--- src/rtl/sr_latch_bank_pkg.sv ---
// Shared types and helpers for the synchronous SR latch bank.
// Holds the conflict-resolution policy enum and filter-counter sizing.
package sr_pkg;

  typedef enum logic [1:0] {
    SET_DOM   = 2'd0,
    RESET_DOM = 2'd1,
    HOLD      = 2'd2,
    TOGGLE    = 2'd3
  } policy_t;

  localparam int MAX_FILTER = 15;

  // The counter must reach FILTER+1, so it needs room for values 0..FILTER+1.
  function automatic int cnt_width(input int filter);
    return $clog2(filter + 2);
  endfunction

endpackage

--- src/rtl/sr_latch_bank_if.sv ---
// Control/status bus of the SR latch bank.
// Level-based bus with no valid/ready: s/r/clr_err are sampled on every rising
// clock edge and q/nq/err/changed are registered levels valid every cycle.
interface sr_latch_bank_if #(
  parameter int N = 4
);
  logic [N-1:0] s;
  logic [N-1:0] r;
  logic         clr_err;
  logic [N-1:0] q;
  logic [N-1:0] nq;
  logic [N-1:0] err;
  logic [N-1:0] changed;

  modport master (
    output s, r, clr_err,
    input  q, nq, err, changed
  );

  modport slave (
    input  s, r, clr_err,
    output q, nq, err, changed
  );
endinterface

--- src/rtl/sr_latch_bank_channel.sv ---
// One filtered set/reset storage channel: a request must persist FILTER+1
// sampled edges, then acts exactly once; S=R=1 is resolved by POLICY.
module sr_channel
  import sr_pkg::*;
#(
  parameter int      FILTER = 2,
  parameter policy_t POLICY = RESET_DOM
) (
  input  logic clk,
  input  logic reset,
  input  logic s,
  input  logic r,
  input  logic clr_err,
  output logic q,
  output logic nq,
  output logic err,
  output logic changed
);

  localparam int            CW      = cnt_width(FILTER);
  localparam logic [CW-1:0] CNT_MAX = CW'(FILTER + 1);

  logic [1:0]    req;
  logic [1:0]    last_req;
  logic [CW-1:0] cnt;
  logic [CW-1:0] cnt_nxt;
  logic          qualify;
  logic          q_r;
  logic          q_nxt;
  logic          err_r;
  logic          err_nxt;
  logic          chg_r;

  always_comb begin
    req     = {s, r};
    cnt_nxt = '0;
    if (req == 2'b00)          cnt_nxt = '0;
    else if (req != last_req)  cnt_nxt = CW'(1);
    else if (cnt == CNT_MAX)   cnt_nxt = cnt;
    else                       cnt_nxt = cnt + CW'(1);

    // Only the edge that moves the counter onto CNT_MAX acts; a saturated,
    // unchanged request is already spent.
    qualify = (req != 2'b00) && (cnt_nxt == CNT_MAX) &&
              ((cnt != CNT_MAX) || (req != last_req));

    q_nxt = q_r;
    if (qualify) begin
      case (req)
        2'b10:   q_nxt = 1'b1;
        2'b01:   q_nxt = 1'b0;
        2'b11: begin
          case (POLICY)
            SET_DOM:   q_nxt = 1'b1;
            RESET_DOM: q_nxt = 1'b0;
            HOLD:      q_nxt = q_r;
            TOGGLE:    q_nxt = ~q_r;
            default:   q_nxt = q_r;
          endcase
        end
        default: q_nxt = q_r;
      endcase
    end

    // A conflict qualifying on the clear edge wins over clr_err.
    err_nxt = (qualify && (req == 2'b11)) || (err_r && !clr_err);
  end

  always_ff @(posedge clk) begin
    if (reset) begin
      cnt      <= '0;
      last_req <= 2'b00;
      q_r      <= 1'b0;
      err_r    <= 1'b0;
      chg_r    <= 1'b0;
    end else begin
      cnt      <= cnt_nxt;
      last_req <= req;
      q_r      <= q_nxt;
      err_r    <= err_nxt;
      chg_r    <= q_nxt ^ q_r;
    end
  end

  assign q       = q_r;
  assign nq      = ~q_r;
  assign err     = err_r;
  assign changed = chg_r;

endmodule

--- src/rtl/sr_latch_bank.sv ---
// Bank of N independent filtered SR channels sharing one clock, reset and
// a global error clear.
module sr_latch_bank
  import sr_pkg::*;
#(
  parameter int      N      = 4,
  parameter int      FILTER = 2,
  parameter policy_t POLICY = RESET_DOM
) (
  input  logic            clk,
  input  logic            reset,
  sr_latch_bank_if.slave  bus
);

  logic [N-1:0] q_v;
  logic [N-1:0] nq_v;
  logic [N-1:0] err_v;
  logic [N-1:0] chg_v;

  for (genvar i = 0; i < N; i++) begin : g_ch
    sr_channel #(
      .FILTER (FILTER),
      .POLICY (POLICY)
    ) u_ch (
      .clk     (clk),
      .reset   (reset),
      .s       (bus.s[i]),
      .r       (bus.r[i]),
      .clr_err (bus.clr_err),
      .q       (q_v[i]),
      .nq      (nq_v[i]),
      .err     (err_v[i]),
      .changed (chg_v[i])
    );
  end

  assign bus.q       = q_v;
  assign bus.nq      = nq_v;
  assign bus.err     = err_v;
  assign bus.changed = chg_v;

endmodule

--- src/flat_wrapper.sv ---
// flat-port wrapper written by rule: the top's interface ports become plain ports
module sr_latch_bank_flat import sr_pkg::*;
#(
  parameter int      N      = 4,
  parameter int      FILTER = 2,
  parameter policy_t POLICY = RESET_DOM
)
  (clk, reset, bus_s, bus_r, bus_clr_err, bus_q, bus_nq, bus_err, bus_changed);
  sr_latch_bank_if #(.N(N)) bus_i ();
  input  logic clk;
  input  logic reset;
  input wire logic [$bits(bus_i.s)-1:0] bus_s;
  input wire logic [$bits(bus_i.r)-1:0] bus_r;
  input wire logic [$bits(bus_i.clr_err)-1:0] bus_clr_err;
  output wire logic [$bits(bus_i.q)-1:0] bus_q;
  output wire logic [$bits(bus_i.nq)-1:0] bus_nq;
  output wire logic [$bits(bus_i.err)-1:0] bus_err;
  output wire logic [$bits(bus_i.changed)-1:0] bus_changed;
  assign bus_i.s = bus_s;
  assign bus_i.r = bus_r;
  assign bus_i.clr_err = bus_clr_err;
  assign bus_q = bus_i.q;
  assign bus_nq = bus_i.nq;
  assign bus_err = bus_i.err;
  assign bus_changed = bus_i.changed;
  sr_latch_bank #(.N(N), .FILTER(FILTER), .POLICY(POLICY)) u_core (.clk(clk), .reset(reset), .bus(bus_i));
endmodule
--- config.mk ---
export PLATFORM = sky130hd
export DESIGN_NAME = sr_latch_bank_flat
export DESIGN_NICKNAME = d
export VERILOG_FILES = /design/src/rtl/sr_latch_bank_pkg.sv /design/src/rtl/sr_latch_bank_if.sv /design/src/rtl/sr_latch_bank_channel.sv /design/src/rtl/sr_latch_bank.sv /design/src/flat_wrapper.sv
export SDC_FILE = /design/constraint.sdc
export NUM_CORES = 1
export LEC_CHECK = 0
export CAP_MARGIN = 20
export CORE_UTILIZATION = 49
export CTS_CLUSTER_DIAMETER = 100
export DETAILED_ROUTE_END_ITERATION = 10
export GPL_TIMING_DRIVEN = 0
export PLACE_DENSITY_LB_ADDON = 0.15
export REMOVE_ABC_BUFFERS = 1
export SYNTH_ARGS = -nofsm -noshare
export SYNTH_HDL_FRONTEND = slang
export SYNTH_SLANG_ARGS = --single-unit
export TNS_END_PERCENT = 50
--- constraint.sdc ---
create_clock -name clk -period 1.4 [get_ports clk]
set_input_delay 0.42 -clock clk [delete_from_list [all_inputs] [get_ports clk]]
set_output_delay 0.42 -clock clk [all_outputs]
set_load 0.005 [all_outputs]
==> out/metrics.cfg, run 1 <==
[critical_path]
cp_top_family=flip-flops
cp-end-kind=primary output
slowest_stage=dfxtp_2
timing.critical_path.buf_inv=3
setup.worst_path.start_class=flop
critPathKind=flop to primary output
required_ns=0.98
critical_path_peak_fanout=2
worstPathCellList=buf_4 -> inv_2 -> buf_6
critPathMaxStageDelay_ns=0.34
arrival_ns=0.94

[route]
wirelength_um=2270
drtIter0Drc=7
viasPerCell=5.46
drt_pre_antenna_iters=4
drcViolationCount=0
via_count=989
postRouteAntennaNets=0
routedWlPerCell_um=12.5

[floorplanning]
dieArea_um2=2810
row_count=18
die_x_um=53.0
coreArea_um2=2480
initial_core_util=0.514
io_pins=27
die_h_um=53.0

[sta]
max_clock_freq_mhz=734
fin_hold_ws_ns=0.396
finalHoldViolations=0
setup-violations-final=0
rsz0062_at_grt=yes
finClkSkew_ns=0.00828
worst_pin_slew_ns=0.958
finalCriticalPeriod_ns=1.36
slew_headroom=0.361
period_share=0.973
maxSlewViolCount=0

[synthesis]
synthesis.area_um2=1270
yosysWarnings=0
synth_edf_count=0
synth_common_cells=dfxtp_1, buf_4, nor2b_1
async_reset_ff_frac=0
synth.most_common_cell=dfxtp_1
synth_area_leaders=dfxtp_1, buf_4, nor2b_1, xnor2_2, a2111oi_2
ys_seq_area_frac=0.440
yosys.area.top_type_share=0.440
yosysTopAreaCell=dfxtp_1
syn_avg_cell_area_um2=9.80
synth_ff_type=dfxtp_1
synth_cell_types=19
syn_inst=130
ys_ff_latch=28

[cells_and_area]
fillCellCount=235
drive_gt1_frac=0.272
fin_area_um2=1570
fin_cells=181
synthToLayoutAreaGrowth_pct=23.1
nets=163
final_core_util=0.633
antenna_cells=0

[cts]
numClockSinks=28
numCtsBuffers=3
path_clk_slew_ns=0.14
tritoncts=yes
root_buffer=clkbuf_4
insertion_delay_ns=0.33
clockBufferDepth=2
h-tree-depth=1

[pwr]
irDropWorstVdd_mv=0.639
p_per_area_nw_per_um2=884
p_leak_nw=0.619
p_total_mw=1.39

[global_routing]
grt_usage=0.170
antenna_found_initial=0
grt_first_pass_wirelength_um=3370
overflow=0
grt_use_met2=0.295
grt_pass1_vias=833
busiest_layer=met2
grt_max_degree=25
use_met3=0.0287
grt.met1_usage=0.182

[placed_design]
place_inst=168
port_buffers=26
hpwl_um=1500
gp_congestion=0.774
place_area_um2=1440

[job]
drv.max_cap_violation_count=0

[hold_path]
hp-class=primary input to flop

[outcome]
outcome=completed

metrics by stage:
step | setup slack (ns) | TNS [ns]
after CTS | 0.00761 | 0
after global placement | -0.563 | -11.88
final | 0.0372 | 0
after floorplan | 0.300 | 0
after global routing | -0.0258 | -0.132
after detailed placement | -0.601 | -12.50
flip-flops by register name, indices dropped and copies added (netlist names):
name / flops
u_core.g_ch.u_ch.changed: 4
u_core.g_ch.u_ch.err: 4
u_core.g_ch.u_ch.cnt: 8
u_core.g_ch.u_ch.q: 4
u_core.g_ch.u_ch.last_req: 8
layout by cell type (no fill, tap or decap), types with 5 or more instances in the layout:
cell type / count
nor2b_1: 12
nand4_1: 8
buf_6: 5
dfxtp_1: 20
buf_4: 7
dlygate4sd2_1: 17
nor2_1: 8
dfxtp_2: 8
where the power goes:
group          switching, mW  internal [mW]
registers             0.0259          0.822
clock network          0.234          0.159
logic                 0.0732         0.0725
logic make-up after synthesis:
kind of cell	count (synthesis)	share of synthesized area
simple gates	44	0.200
compound gates	28	0.185
buf+inv	26	0.124
flops	28	0.440
xor+xnor	4	0.0511
metal layers:
metal,vias up,share of wire
met5,-,0
li1,499,-
met2,24,0.47
met3,4,0.041
met1,462,0.46
met4,0,0.026
area by class of cell:
class	count	area [µm²]	share of cell area
clock buffer	4	36.3	0.0231
timing repair buffer	35	315	0.201
multi-input combinational	76	578	0.369
sequential	28	571	0.364
inverter	8	30.0	0.0192
tap	30	37.5	0.0239
path summary, 6_finish.rpt:
kind                            slack, ns                                        from                                    endpoint  cells past startpoint
worst max-delay path                 0.04            u_core.g_ch[2].u_ch.q$_SDFF_PP0_                                   bus_nq[2]                      3
worst min-delay path                 0.40                                    bus_r[2]  u_core.g_ch[2].u_ch.last_req[0]$_SDFF_PP0_                      2
worst max register to register       0.18  u_core.g_ch[3].u_ch.last_req[1]$_SDFF_PP0_      u_core.g_ch[3].u_ch.changed$_SDFF_PP0_                      3
worst min register to register       0.48          u_core.g_ch[3].u_ch.err$_SDFF_PP0_          u_core.g_ch[3].u_ch.err$_SDFF_PP0_                      2
what timing repair did:
| action | in CTS | in global routing |
|---|---|---|
| endpoints found under the setup margin | 34 | 8 |
| hold buffers | 0 | 0 |
| gates resized for setup | 41 | 14 |
| endpoints found under the hold margin | 0 | 0 |
| pin swaps | 0 | 0 |
| setup buffers | 8 | 1 |
Power figures use the tool's default switching activity.
==> run 2: changes to the inputs <==
Settings changed: PLACE_DENSITY set to 0.85, PLACE_DENSITY_LB_ADDON 0.15 to not set, SLEW_MARGIN set to 20.
==> run 2 against run 1 <==
  * Setup slack gained 0.0037 ns
  * Final area shrank 3.4%
  * Via count shrank 1.6%
  * Sequential cell count is the same
  * Clock skew shrank 0.0057 ns
  * Largest cell class is now registers
  * Power shrank 0.45%
==> out/metrics.cfg, run 2 (synthesis results as in run 1) <==
[cells_and_area]
regArea_um2=571  ; unchanged
synthToLayoutAreaGrowth_pct=19.0  ; was 23.1%
multi_input_area_um2=566  ; was 578 µm²
final_cell_mix=dfxtp_1, dlygate4sd2_1, nor2b_1  ; unchanged
final_common_cell=dfxtp_1  ; unchanged
nets=160  ; was 163
reg_top3=u_core.g_ch.u_ch.cnt (8), u_core.g_ch.u_ch.last_req (8)  ; unchanged
fin_cells=178  ; was 181
antenna_cells=0  ; unchanged
fin_area_um2=1520  ; was 1570 µm²
drive_gt1_frac=0.243  ; was 0.272
fillCellCount=225  ; was 235

[critical_path]
critical_path_peak_fanout=3  ; was 2
critPathKind=flop to primary output  ; unchanged
rr_worst_depth=3  ; unchanged
worstPathCellList=dlygate4sd2_1  ; was buf_4 -> inv_2 -> buf_6
cp-end-kind=primary output  ; unchanged
slowest_stage=dfxtp_2  ; unchanged
cp_top_family=flip-flops  ; unchanged
worstSetupPathDepth=1  ; was 3
critPathMaxStageDelay_ns=0.36  ; was 0.34 ns
timing.critical_path.buf_inv=1  ; was 3
setup.worst_path.start_class=flop  ; unchanged
required_ns=0.98  ; about the same
arrival_ns=0.94  ; about the same

[global_routing]
grt_usage=0.181  ; was 0.170
use_met3=0.0259  ; was 0.0287
grt_first_pass_wirelength_um=3640  ; was 3370 µm
busiest_layer=met2  ; unchanged
antenna_found_initial=0  ; unchanged
overflow=0  ; unchanged
grt_pass1_vias=873  ; was 833
grt_max_degree=25  ; unchanged
grt.met1_usage=0.213  ; was 0.182
grt_use_met2=0.312  ; was 0.295

[job]
drv.max_cap_violation_count=0  ; unchanged

[sta]
slew_headroom=0.401  ; was 0.361
maxSlewViolCount=0  ; unchanged
max_clock_freq_mhz=736  ; was 734 MHz
finalCriticalPeriod_ns=1.36  ; about the same
finalHoldViolations=0  ; unchanged
worst_pin_slew_ns=0.899  ; was 0.958 ns
rsz0062_at_grt=yes  ; unchanged
setup-violations-final=0  ; unchanged
fin_hold_ws_ns=0.422  ; was 0.396 ns
period_share=0.971  ; was 0.973
finClkSkew_ns=0.00253  ; was 0.00828 ns

[floorplanning]
row_count=18  ; unchanged
dieArea_um2=2810  ; unchanged
io_pins=27  ; unchanged
initial_core_util=0.514  ; unchanged
die_x_um=53.0  ; unchanged
coreArea_um2=2480  ; unchanged
die_h_um=53.0  ; unchanged

[hold_path]
whs_path_depth=2  ; unchanged
hp-class=primary input to flop  ; unchanged

[route]
via_count=973  ; was 989
viasPerCell=5.47  ; was 5.46
postRouteAntennaNets=0  ; unchanged
wirelength_um=2300  ; was 2270 µm
routedWlPerCell_um=12.9  ; was 12.5 µm
drcViolationCount=0  ; unchanged
drtIter0Drc=15  ; was 7
drt_pre_antenna_iters=4  ; unchanged

[outcome]
outcome=completed  ; unchanged

[cts]
root_buffer=clkbuf_4  ; unchanged
numCtsBuffers=3  ; unchanged
tritoncts=yes  ; unchanged
insertion_delay_ns=0.33  ; about the same
numClockSinks=28  ; unchanged
clockBufferDepth=2  ; unchanged
h-tree-depth=1  ; unchanged
path_clk_slew_ns=0.14  ; about the same

[pwr]
p_per_area_nw_per_um2=911  ; was 884 nW/µm²
p_total_mw=1.38  ; was 1.39 mW
irDropWorstVdd_mv=0.668  ; was 0.639 mV
p_leak_nw=0.591  ; was 0.619 nW

[placed_design]
port_buffers=26  ; unchanged
gp_congestion=0.739  ; was 0.774
place_inst=168  ; unchanged
hpwl_um=1600  ; was 1500 µm
place_area_um2=1440  ; unchanged

-- run 2: cell types whose count changed in the layout (fill, tap and decap cells not counted), moves of 2 or more --
cell      delta
buf_4        -3
buf_6        -3
clkbuf_2     +2
inv_1        +2
inv_2        -2
-- run 2: power by group --
part | leakage (nW) | total, mW | internal (mW) | switching (mW)
Sequential | 0.233 | 0.847 | 0.822 | 0.0255
Combinational | 0.337 | 0.144 | 0.0719 | 0.0722
Clock | 0.0210 | 0.389 | 0.159 | 0.230
Total | 0.591 | 1.38 | 1.05 | 0.327
-- run 2: per-layer routing --
| layer | wire [µm] | vias up |
|---|---|---|
| met5 | 0 | - |
| met4 | 42 | 0 |
| met3 | 93 | 5 |
| met2 | 1170 | 20 |
| met1 | 985 | 463 |
| li1 | - | 485 |
-- run 2: worst paths after layout --
check	start	endpoint	slack, ns
worst max-delay path	u_core.g_ch[2].u_ch.q$_SDFF_PP0_	bus_q[2]	0.04
worst min register to register	u_core.g_ch[3].u_ch.err$_SDFF_PP0_	u_core.g_ch[3].u_ch.err$_SDFF_PP0_	0.48
worst max register to register	u_core.g_ch[0].u_ch.last_req[1]$_SDFF_PP0_	u_core.g_ch[0].u_ch.changed$_SDFF_PP0_	0.21
worst min-delay path	bus_r[0]	u_core.g_ch[0].u_ch.last_req[0]$_SDFF_PP0_	0.42
-- run 2: layout make-up --
type                            count  area share
Multi-Input combinational cell     76       0.373
Tap cell                           30      0.0248
Clock buffer                        4      0.0239
Sequential cell                    28       0.377
Timing Repair Buffer               32       0.182
Inverter                            8      0.0198
-- run 2: timing repair --
| item | in CTS | in global routing |
|---|---|---|
| pin swaps | 0 | 0 |
| endpoints found under the setup margin | 32 | 10 |
| resized for setup | 40 | 9 |
| buffers inserted | 6 | 0 |
| cloned | 0 | 0 |
| hold buffers | 0 | 0 |
-- run 2: stage by stage --
stage,worst slack (ns),TNS [ns],util
finish,0.0408,0,0.612
global route,-0.0235,-0.0359,0.612
CTS,0.00696,0,0.609
detailed placement,-0.578,-12.06,0.583
global placement,-0.567,-11.76,0.583
floorplan,0.300,0,-
